**src/rtl/dmem_port_arbiter_pkg.sv**
```systemverilog
// Shared types and constants for the data-memory port arbiter.
// Slot 0 is the older issue slot and slot 1 is the younger one.
`timescale 1ns/1ps
package dmem_port_arbiter_pkg;

    // Arbiter FSM states. The top keeps its state in a plain logic vector,
    // so these are also exported below as sized constants.
    typedef enum logic [0:0] {
        IDLE    = 1'b0,
        RD_WAIT = 1'b1
    } state_t;

    localparam logic [0:0] ST_IDLE    = IDLE;
    localparam logic [0:0] ST_RD_WAIT = RD_WAIT;

    // Longest memory read latency the counter can sequence.
    localparam int RD_LAT_MAX = 7;
    localparam int CNT_W      = 3;

    // Default bus widths of the core.
    localparam int DEF_AW = 32;
    localparam int DEF_DW = 32;

    // One LSU request as seen at the default widths of the core.
    typedef struct packed {
        logic              we;
        logic [DEF_AW-1:0] addr;
        logic [DEF_DW-1:0] wdata;
    } lsu_req_t;

    // Converts a slot index into its one-hot position on the 2-bit per-slot buses.
    function automatic logic [1:0] slot_onehot(input logic slot);
        return slot ? 2'b10 : 2'b01;
    endfunction

endpackage

```
**src/rtl/dmem_port_arbiter_if.sv**
```systemverilog
// Bundle of the LSU request/response and memory-side signals of the arbiter.
// The slave modport is the arbiter's view; master is the core + memory view.
`timescale 1ns/1ps
interface dmem_port_arbiter_if #(
    parameter int AW = 32,
    parameter int DW = 32
);
    import dmem_port_arbiter_pkg::*;

    logic [1:0]         req_valid;
    logic [1:0]         req_we;
    logic [1:0][AW-1:0] req_addr;
    logic [1:0][DW-1:0] req_wdata;
    logic [1:0]         req_ready;

    logic [1:0]         resp_valid;
    logic [DW-1:0]      resp_rdata;

    logic               mem_en;
    logic               mem_we;
    logic [AW-1:0]      mem_addr;
    logic [DW-1:0]      mem_wdata;
    logic [DW-1:0]      mem_rdata;

    logic               busy;

    modport slave (
        input  req_valid, req_we, req_addr, req_wdata, mem_rdata,
        output req_ready, resp_valid, resp_rdata,
        output mem_en, mem_we, mem_addr, mem_wdata, busy
    );

    modport master (
        output req_valid, req_we, req_addr, req_wdata, mem_rdata,
        input  req_ready, resp_valid, resp_rdata,
        input  mem_en, mem_we, mem_addr, mem_wdata, busy
    );

endinterface

```
**src/rtl/dmem_port_arbiter_rr_pick2.sv**
```systemverilog
// Two-way request picker: returns a one-hot grant among the valid slots.
// Ties go to slot 0 in fixed-priority mode, or to the slot that did not win
// last time in round-robin mode. Purely combinational.
`timescale 1ns/1ps
module rr_pick2
    import dmem_port_arbiter_pkg::*;
(
    input  logic [1:0] i_valid,
    input  logic       i_last,
    input  logic       i_rr_mode,
    output logic [1:0] o_grant
);

    // Pick a winner; a lone valid slot always wins regardless of history.
    always_comb begin
        o_grant = 2'b00;
        case (i_valid)
            2'b01:   o_grant = 2'b01;
            2'b10:   o_grant = 2'b10;
            2'b11:   o_grant = (i_rr_mode && !i_last) ? slot_onehot(1'b1) : slot_onehot(1'b0);
            default: o_grant = 2'b00;
        endcase
    end

endmodule

```
**src/rtl/dmem_port_arbiter.sv**
```systemverilog
// Shares the single data-memory port between the two issue slots.
// Grants at most one load/store per cycle from IDLE. Stores complete with an
// ack the next cycle; loads park the arbiter in RD_WAIT for RD_LAT cycles,
// capture the memory data in the last one and return it the cycle after.
`timescale 1ns/1ps
module dmem_port_arbiter #(
    parameter int AW      = 32,
    parameter int DW      = 32,
    parameter int RD_LAT  = 1,
    parameter int RR_MODE = 0
) (
    input  logic                 i_clk,
    input  logic                 i_reset,
    dmem_port_arbiter_if.slave   io_bus
);
    import dmem_port_arbiter_pkg::*;

    // Out-of-range latencies are clamped so the counter can never wrap.
    localparam int LAT_EFF = (RD_LAT < 1) ? 1 :
                             ((RD_LAT > RD_LAT_MAX) ? RD_LAT_MAX : RD_LAT);
    localparam logic [CNT_W-1:0] LAT_INIT = CNT_W'(LAT_EFF);
    localparam logic [CNT_W-1:0] CNT_ONE  = CNT_W'(1);

    logic [0:0]       r_state;
    logic [CNT_W-1:0] r_cnt;
    logic             r_owner;
    logic             r_last_grant;
    logic [1:0]       r_resp_valid;
    logic [DW-1:0]    r_resp_rdata;
    logic [AW-1:0]    r_mem_addr;
    logic [DW-1:0]    r_mem_wdata;

    logic [1:0]       w_pick;
    logic [1:0]       w_grant;
    logic             w_idle;
    logic             w_accept;
    logic             w_win;
    logic             w_win_we;
    logic [AW-1:0]    w_win_addr;
    logic [DW-1:0]    w_win_wdata;
    logic             w_rd_done;

    rr_pick2 u_pick (
        .i_valid   (io_bus.req_valid),
        .i_last    (r_last_grant),
        .i_rr_mode (RR_MODE != 0),
        .o_grant   (w_pick)
    );

    // Qualify the picker with the FSM (only IDLE accepts, nothing while in reset)
    // and mux out the winning slot's request fields.
    always_comb begin
        w_idle      = (r_state == ST_IDLE) && !i_reset;
        w_grant     = w_idle ? w_pick : 2'b00;
        w_accept    = |w_grant;
        w_win       = w_grant[1];
        w_win_we    = io_bus.req_we[w_win];
        w_win_addr  = io_bus.req_addr[w_win];
        w_win_wdata = io_bus.req_wdata[w_win];
        w_rd_done   = (r_state == ST_RD_WAIT) && (r_cnt <= CNT_ONE);
    end

    assign io_bus.req_ready  = w_grant;
    assign io_bus.mem_en     = w_accept;
    assign io_bus.mem_we     = w_accept & w_win_we;
    assign io_bus.mem_addr   = w_accept ? w_win_addr  : r_mem_addr;
    assign io_bus.mem_wdata  = w_accept ? w_win_wdata : r_mem_wdata;
    assign io_bus.resp_valid = r_resp_valid;
    assign io_bus.resp_rdata = r_resp_rdata;
    assign io_bus.busy       = (r_state == ST_RD_WAIT);

    // FSM and latency counter: a granted load enters RD_WAIT and counts down to the capture cycle.
    always_ff @(posedge i_clk or posedge i_reset) begin
        if (i_reset) begin
            r_state <= ST_IDLE;
            r_cnt   <= '0;
            r_owner <= 1'b0;
        end else begin
            case (r_state)
                ST_IDLE: begin
                    if (w_accept && !w_win_we) begin
                        r_state <= ST_RD_WAIT;
                        r_cnt   <= LAT_INIT;
                        r_owner <= w_win;
                    end
                end
                ST_RD_WAIT: begin
                    r_cnt <= r_cnt - CNT_ONE;
                    if (w_rd_done) begin
                        r_state <= ST_IDLE;
                    end
                end
                default: begin
                    r_state <= ST_IDLE;
                end
            endcase
        end
    end

    // Remember the last winner for round-robin ties; slot 1 after reset so slot 0 goes first.
    always_ff @(posedge i_clk or posedge i_reset) begin
        if (i_reset) begin
            r_last_grant <= 1'b1;
        end else if (w_accept) begin
            r_last_grant <= w_win;
        end
    end

    // Hold the last driven address/data so the memory bus does not toggle on idle cycles.
    always_ff @(posedge i_clk or posedge i_reset) begin
        if (i_reset) begin
            r_mem_addr  <= '0;
            r_mem_wdata <= '0;
        end else if (w_accept) begin
            r_mem_addr  <= w_win_addr;
            r_mem_wdata <= w_win_wdata;
        end
    end

    // Response register: one-cycle pulse for a load completion or a store ack.
    // Loads and stores can never complete together because RD_WAIT blocks new grants.
    always_ff @(posedge i_clk or posedge i_reset) begin
        if (i_reset) begin
            r_resp_valid <= 2'b00;
            r_resp_rdata <= '0;
        end else if (w_rd_done) begin
            r_resp_valid <= slot_onehot(r_owner);
            r_resp_rdata <= io_bus.mem_rdata;
        end else if (w_accept && w_win_we) begin
            r_resp_valid <= w_grant;
            r_resp_rdata <= '0;
        end else begin
            r_resp_valid <= 2'b00;
        end
    end

endmodule

```
**src/flat_wrapper.sv**
```systemverilog
// flat-port wrapper written by rule: the top's interface ports become plain ports
module dmem_port_arbiter_flat import dmem_port_arbiter_pkg::*;
#(
    parameter int AW      = 32,
    parameter int DW      = 32,
    parameter int RD_LAT  = 1,
    parameter int RR_MODE = 0
)
  (i_clk, i_reset, io_bus_req_valid, io_bus_req_we, io_bus_req_addr, io_bus_req_wdata, io_bus_mem_rdata, io_bus_req_ready, io_bus_resp_valid, io_bus_resp_rdata, io_bus_mem_en, io_bus_mem_we, io_bus_mem_addr, io_bus_mem_wdata, io_bus_busy);
  dmem_port_arbiter_if #(.AW(AW), .DW(DW)) io_bus_i ();
  input  logic i_clk;
  input  logic i_reset;
  input wire logic [$bits(io_bus_i.req_valid)-1:0] io_bus_req_valid;
  input wire logic [$bits(io_bus_i.req_we)-1:0] io_bus_req_we;
  input wire logic [$bits(io_bus_i.req_addr)-1:0] io_bus_req_addr;
  input wire logic [$bits(io_bus_i.req_wdata)-1:0] io_bus_req_wdata;
  input wire logic [$bits(io_bus_i.mem_rdata)-1:0] io_bus_mem_rdata;
  output wire logic [$bits(io_bus_i.req_ready)-1:0] io_bus_req_ready;
  output wire logic [$bits(io_bus_i.resp_valid)-1:0] io_bus_resp_valid;
  output wire logic [$bits(io_bus_i.resp_rdata)-1:0] io_bus_resp_rdata;
  output wire logic [$bits(io_bus_i.mem_en)-1:0] io_bus_mem_en;
  output wire logic [$bits(io_bus_i.mem_we)-1:0] io_bus_mem_we;
  output wire logic [$bits(io_bus_i.mem_addr)-1:0] io_bus_mem_addr;
  output wire logic [$bits(io_bus_i.mem_wdata)-1:0] io_bus_mem_wdata;
  output wire logic [$bits(io_bus_i.busy)-1:0] io_bus_busy;
  assign io_bus_i.req_valid = io_bus_req_valid;
  assign io_bus_i.req_we = io_bus_req_we;
  assign io_bus_i.req_addr = io_bus_req_addr;
  assign io_bus_i.req_wdata = io_bus_req_wdata;
  assign io_bus_i.mem_rdata = io_bus_mem_rdata;
  assign io_bus_req_ready = io_bus_i.req_ready;
  assign io_bus_resp_valid = io_bus_i.resp_valid;
  assign io_bus_resp_rdata = io_bus_i.resp_rdata;
  assign io_bus_mem_en = io_bus_i.mem_en;
  assign io_bus_mem_we = io_bus_i.mem_we;
  assign io_bus_mem_addr = io_bus_i.mem_addr;
  assign io_bus_mem_wdata = io_bus_i.mem_wdata;
  assign io_bus_busy = io_bus_i.busy;
  dmem_port_arbiter #(.AW(AW), .DW(DW), .RD_LAT(RD_LAT), .RR_MODE(RR_MODE)) u_core (.i_clk(i_clk), .i_reset(i_reset), .io_bus(io_bus_i));
endmodule
```
**config.mk**
```make
export PLATFORM = sky130hd
export DESIGN_NAME = dmem_port_arbiter_flat
export DESIGN_NICKNAME = d
export VERILOG_FILES = /design/src/rtl/dmem_port_arbiter_pkg.sv /design/src/rtl/dmem_port_arbiter_if.sv /design/src/rtl/dmem_port_arbiter_rr_pick2.sv /design/src/rtl/dmem_port_arbiter.sv /design/src/flat_wrapper.sv
export SDC_FILE = /design/constraint.sdc
export NUM_CORES = 1
export LEC_CHECK = 0
export CAP_MARGIN = 0
export CORE_AREA = 5 5 116 118
export DETAILED_ROUTE_END_ITERATION = 8
export DIE_AREA = 0 0 121 123
export PLACE_DENSITY = 0.93
export SETUP_SLACK_MARGIN = 0.5
export SLEW_MARGIN = 10
export SYNTH_ARGS = -nofsm -noshare
export SYNTH_HDL_FRONTEND = slang
export SYNTH_SLANG_ARGS = --single-unit
```
**constraint.sdc**
```tcl
create_clock -name i_clk -period 7.25 [get_ports i_clk]
set_input_delay 1.45 -clock i_clk [delete_from_list [all_inputs] [get_ports i_clk]]
set_output_delay 1.45 -clock i_clk [all_outputs]
set_load 0.02 [all_outputs]
```
After elaboration in Yosys (flattened, before gate mapping)
Cells that the tools add are included.
{"block": "totals", "input_bits": 166, "ram_bits": 0, "latchBits": 0, "elab_cells": 46, "out_inout_bits": 103, "mem_bits_ro": 0, "ff_bits": 103, "memories": 0}
{"block": "op_classes", "n_mul": 0, "n_mux": 20, "bitwise_logic": 2, "n_shift": 0, "order_cmp": 2, "add_sub_neg": 1, "eq_ne": 4, "div": 0, "n_reduce_logical": 10}
{"cell": "$mux W32", "n": 8}
{"cell": "$mux W2", "n": 4}
{"cell": "$pmux W3 S2", "n": 1}
{"cell": "$eq A2 B2 Y1 const B", "n": 2}
{"cell": "$logic_and A1 B1 Y1", "n": 4}
{"cell": "$mux W1", "n": 4}
{"cell": "$pmux W2 S2", "n": 1}
{"cell": "$reduce_or A2 Y1", "n": 2}
{"cell": "$le A3 B1 Y1 const B", "n": 1}
{"cell": "$mux W3", "n": 1}
{"cell": "$sub A3 B1 Y3 const B", "n": 1}
{"cell": "$eq A2 B1 Y1 const B", "n": 1}
{"cell": "$logic_not A1 Y1", "n": 2}
{"cell": "$lt A1 B2 Y1 const B", "n": 1}
{"cell": "$ne A2 B2 Y1 const B", "n": 1}
{"cell": "$pmux W1 S2", "n": 1}
{"cell": "$reduce_and A2 Y1", "n": 1}
{"cell": "$reduce_bool A2 Y1", "n": 1}
{"cell": "$and A1 B1 Y1", "n": 1}
{"cell": "$not A1 Y1", "n": 1}

Logic depth before layout (Yosys ltp)
{"block": "depth", "depth_word": 10, "mapped_depth": 6, "ltp_nobuf": 5}

By module
From an unflattened synthesis, not the netlist that was laid out.
{"block": "hier_totals", "hier_cells": 363, "area_unflattened_um2": 4887.2}
{"module": "dmem_port_arbiter", "area_each_um2": 4857.2, "cells_each": 359, "seq_area_each_um2": 2603.7, "instances": 1}
{"module": "rr_pick2", "area_each_um2": 30.0, "cells_each": 4, "seq_area_each_um2": 0.0, "instances": 1}

Least setup slack after synthesis
Ideal clock, no wire load.
{"block": "synth_path", "path_type": "input port to output port", "start": "in io_bus_req_valid[0]", "end": "out io_bus_mem_addr[0]", "required_ns": 5.800, "cell_stages": 5, "setup_slack_ns": 3.059, "n_path_buf": 2, "arrival_time_ns": 2.741, "cell_sequence": "nor4b_4 > buf_4 > buf_6 > mux2_1 > mux2_2"}
{"block": "synth_via", "elab_chain_cells": 7, "elab_cells_between_ends": 10, "cone_classes": "eq/ne: 3; mux: 5; reduce/logical: 2"}
{"element": "start, declared", "line": "flat_wrapper.sv:13", "rtl": "input wire logic [$bits(io_bus_i.req_valid)-1:0] io_bus_req_valid;"}
{"element": "$eq A2 B2 Y1 or $eq A2 B1 Y1 (tied branches)", "line": "dmem_port_arbiter_rr_pick2.sv:17", "rtl": "case (i_valid)"}
{"element": "$reduce_or A2 Y1 (no line)"}
{"element": "$pmux W2 S2 *", "line": "dmem_port_arbiter_rr_pick2.sv:17"}
{"element": "$mux W2 *", "line": "dmem_port_arbiter.sv:54", "rtl": "w_grant = w_idle ? w_pick : 2'b00;"}
{"element": "$mux W32 (implied by the code) (2 in series)", "line": "dmem_port_arbiter.sv:58", "rtl": "w_win_addr = io_bus.req_addr[w_win];"}
{"element": "$mux W32 *"}
{"element": "end, declared", "line": "flat_wrapper.sv:23", "rtl": "output wire logic [$bits(io_bus_i.mem_addr)-1:0] io_bus_mem_addr;"}
Every way passes the cells marked *; elsewhere a longest branch is shown, timed or not. The select of a mux whose other input is x is not followed.

Worst setup path after layout
{"block": "layout_path", "start": "in io_bus_req_valid[0]", "end": "out io_bus_mem_wdata[21]"}
{"block": "layout_via", "elab_chain_cells": 7, "elab_cells_between_ends": 10, "cone_classes": "eq/ne: 3; mux: 5; reduce/logical: 2"}
{"element": "$eq A2 B2 Y1 or $eq A2 B1 Y1 (tied branches)", "line": "dmem_port_arbiter_rr_pick2.sv:17"}
{"element": "$reduce_or A2 Y1 (no line)"}
{"element": "$pmux W2 S2 *", "line": "dmem_port_arbiter_rr_pick2.sv:17"}
{"element": "$mux W2 *", "line": "dmem_port_arbiter.sv:54"}
{"element": "$mux W32 (implied by the code) (2 in series)", "line": "dmem_port_arbiter.sv:59", "rtl": "w_win_wdata = io_bus.req_wdata[w_win];"}
{"element": "$mux W32 *", "line": "dmem_port_arbiter.sv:67", "rtl": "assign io_bus.mem_wdata = w_accept ? w_win_wdata : r_mem_wdata;"}
{"element": "end, declared", "line": "flat_wrapper.sv:24", "rtl": "output wire logic [$bits(io_bus_i.mem_wdata)-1:0] io_bus_mem_wdata;"}
Marked as above.

==> results.py <==
metrics = {
    "status": {
        "status": "completed",
    },
    "global_routing": {
        "track_usage_pct": 19.7,
        "grt.overflow.total": 0,
        "antenna_found_initial": 0,
        "grt_start_max_net_pins": 68,
        "grt_pass1_vias": 4295,
        "grt_pass1_wl_um": 22700,
    },
    "critical_path": {
        "crit_fanout": 67,
        "regToRegEndpoint": "u_core.r_mem_wdata[21]$_DFF_PP0_",
        "worstRegToRegCells": 4,
        "critPathRequiredTime_ns": 5.80,
        "crit_chain": "clkdlybuf4s50_1 -> nor4b_4 -> buf_4 -> mux2_2 -> mux2_2 -> clkdlybuf4s50_1",
        "r2r-start": "u_core.io_bus.busy$_DFF_PP0_",
        "ff2ff_setup_slack_ns": 4.92,
        "cp.arrival_ns": 4.32,
        "setup.worst_path.end_class": "output pin",
        "critPathLaunchType": "input pin",
        "slowest_stage": "buf_4",
        "critical_path.max_stage_delay_ns": 0.68,
        "critical_path_class": "input pin to output pin",
    },
    "sta": {
        "setup_viol": 0,
        "period_minus_slack_ns": 5.77,
        "worst_slew_pin_slew_ns": 1.10,
        "setup_tns_ns": 0,
        "finalHoldViolCount": 0,
        "slew_violations": 0,
        "fmaxAchievable_mhz": 173,
        "timing.final.crit_share_pct": 79.6,
        "maxSlewHeadroom_pct": 26.5,
        "grt_setup_unrepaired": "false",
        "clock_skew_ns": 0.00462,
    },
    "route": {
        "via_per_inst": 4.97,
        "route.detailed.drc": 0,
        "wl_per_cell_um": 19.0,
        "drt-total-wl_um": 15000,
        "ant_nets": 0,
        "first_iter_violations": 144,
        "dr.pass1.iters": 4,
        "vias": 3923,
    },
    "die": {
        "die_x_um": 121,
        "fp-row-count": 41,
        "io_pins": 269,
        "start_util_pct": 39.0,
        "die_y_um": 123,
        "dieArea_um2": 14900,
        "core_um2": 12400,
    },
    "clock_network": {
        "clock-sinks": 103,
        "cts_made_buffers": 9,
        "cts_setup_buffers": 0,
        "cts-resized-gates": 0,
        "hold_buffers": 0,
        "cts_root_buf": "clkbuf_16",
        "cts.htree.levels": 3,
        "clock_latency_ns": 0.34,
        "cts_buffer_depth": 2,
        "clk_pin_slew_worst_paths_ns": 0.07,
        "cts_tree": "done",
    },
    "min_path": {
        "whs_endpoint": "u_core.r_mem_wdata[11]$_DFF_PP0_",
        "hold_start": "u_core.r_mem_wdata[11]$_DFF_PP0_",
        "hold_class": "flip-flop to flip-flop",
        "hold_path_depth": 1,
    },
    "placed_design": {
        "dpl_cell_area_um2": 7630,
        "place_hpwl_um": 11400,
        "finalWeightedCongestion": 0.779,
        "io_buffers": 268,
    },
    "yosys": {
        "syn_area_per_cell_um2": 13.6,
        "ys_seq_elements": 103,
        "synth-seq-area-share_pct": 53.5,
        "yosys_warnings": 0,
        "synthCells": 354,
        "syn_area_um2": 4820,
        "synth_cell_types": 28,
        "synth_nets": 522,
    },
    "layout": {
        "fin_area_um2": 7970,
        "final_common_cell": "clkdlybuf4s50_1",
        "drive_above_1_share_pct": 20.4,
        "area_growth_pct": 65.4,
        "layout_common_cells": "clkdlybuf4s50_1, dfrtp_1, mux2_2, o21ai_0, o2bb2ai_1",
        "finalNetCount": 780,
        "n_antenna_cell": 0,
    },
    "pwr": {
        "ir_drop_mv": 0.235,
        "p_per_area_nw_per_um2": 390,
        "p_leak_nw": 3.14,
    },
    "job": {
        "maxCapViolCount": 0,
    },
}
## final cells by class
| cell class | count | area, um^2 |
|---|---|---|
| fillers | 927 | 4390 |
| repair buffers | 273 | 2720 |
| flip-flops and latches | 103 | 2580 |
| multi-input cells | 220 | 2090 |
| clock buffers | 9 | 225 |
| well taps | 172 | 215 |
| clock inverters | 7 | 121 |
| inverters | 5 | 21.3 |
## Yosys cell counts
cell       instances  area, um^2
o21ai_0           33         165
buf_2             13        65.1
a21boi_1           1        7.51
buf_6              3        33.8
nor4b_4            1        23.8
nand3b_1           1        7.51
o21a_1             1        7.51
a21oi_1            2        10.0
a31o_2             1        8.76
clkbuf_1           9        33.8
nor3b_1            1        7.51
mux2_1            30         338
nand2b_1           1        6.26
a21o_1             1        7.51
xnor2_1            1        8.76
nor3_1             1        5.00
dfrtp_1          103        2580
and2_1             2        12.5
a22o_1             2        17.5
o2bb2ai_1         32         280
ha_1               2        25.0
nor2b_1            1        6.26
inv_1              5        18.8
o21ba_2            1        10.0
nor2_1             5        18.8
nand2_1            2        7.51
buf_4              1        7.51
mux2_2            98        1100
## sequential cells by signal (all words and copies together) (netlist names)
signal,cells
u_core.io_bus.resp_rdata,32
u_core.r_mem_addr,32
u_core.r_mem_wdata,32
u_core.r_cnt,3
u_core.io_bus.resp_valid,2
u_core.io_bus.busy,1
u_core.r_owner,1
## power by group
| part | switching (mW) | internal (mW) |
|---|---|---|
| sequential | 0.101 | 0.845 |
| clock | 0.212 | 0.338 |
| combinational | 0.808 | 0.803 |
## cells by family (layout without fill, tap and decap cells)
family,count (synthesis),in the layout,share of synthesized area (%)
xor+xnor,1,1,0.182
compound gates,74,74,10.7
buf+inv,31,294,3.30
fa+ha+maj,2,2,0.519
mux,128,128,29.9
simple gates,15,15,1.97
flops,103,103,53.5
## critical path: cells and delay by family
kind / cells / cell delay, ns
buffers and inverters: 3 / 1.76
muxes: 2 / 0.71
and+or+nand+nor: 1 / 0.31
## stage by stage
stage	hold WS (ns)	setup slack, ns	power (mW)	cells	utilization (%)
global placement	0.479	1.55	2.52	773	61.7
finish	0.498	1.48	3.11	789	64.5
floorplan	0.490	3.06	1.81	354	-
CTS	0.500	1.50	3.15	789	64.5
global route	0.511	1.38	3.28	789	64.5
detailed placement	0.484	1.48	2.58	773	61.7
## metal layers
| layer | routed length [um] | global-route usage [%] |
|---|---|---|
| met3 | 1340 | 5.95 |
| met1 | 5600 | 22.0 |
| met2 | 7640 | 35.0 |
| met5 | 0 | 0 |
| met4 | 447 | 7.86 |
## worst max path at each step
stage | startpoint | end | slack [ns] | cells past startpoint
6_report | io_bus_req_valid[0] | io_bus_mem_wdata[21] | 1.48 | 6
5_1_grt | io_bus_req_valid[0] | io_bus_mem_wdata[13] | 1.38 | 6
4_1_cts | io_bus_req_valid[0] | io_bus_mem_wdata[21] | 1.50 | 6
3_5_place_dp | io_bus_req_valid[0] | io_bus_mem_wdata[21] | 1.48 | 6
3_3_place_gp | io_bus_req_valid[0] | io_bus_mem_wdata[20] | 1.55 | 6
2_1_floorplan | io_bus_req_valid[0] | io_bus_mem_addr[0] | 3.06 | 5
Power figures use the tool's default switching activity.
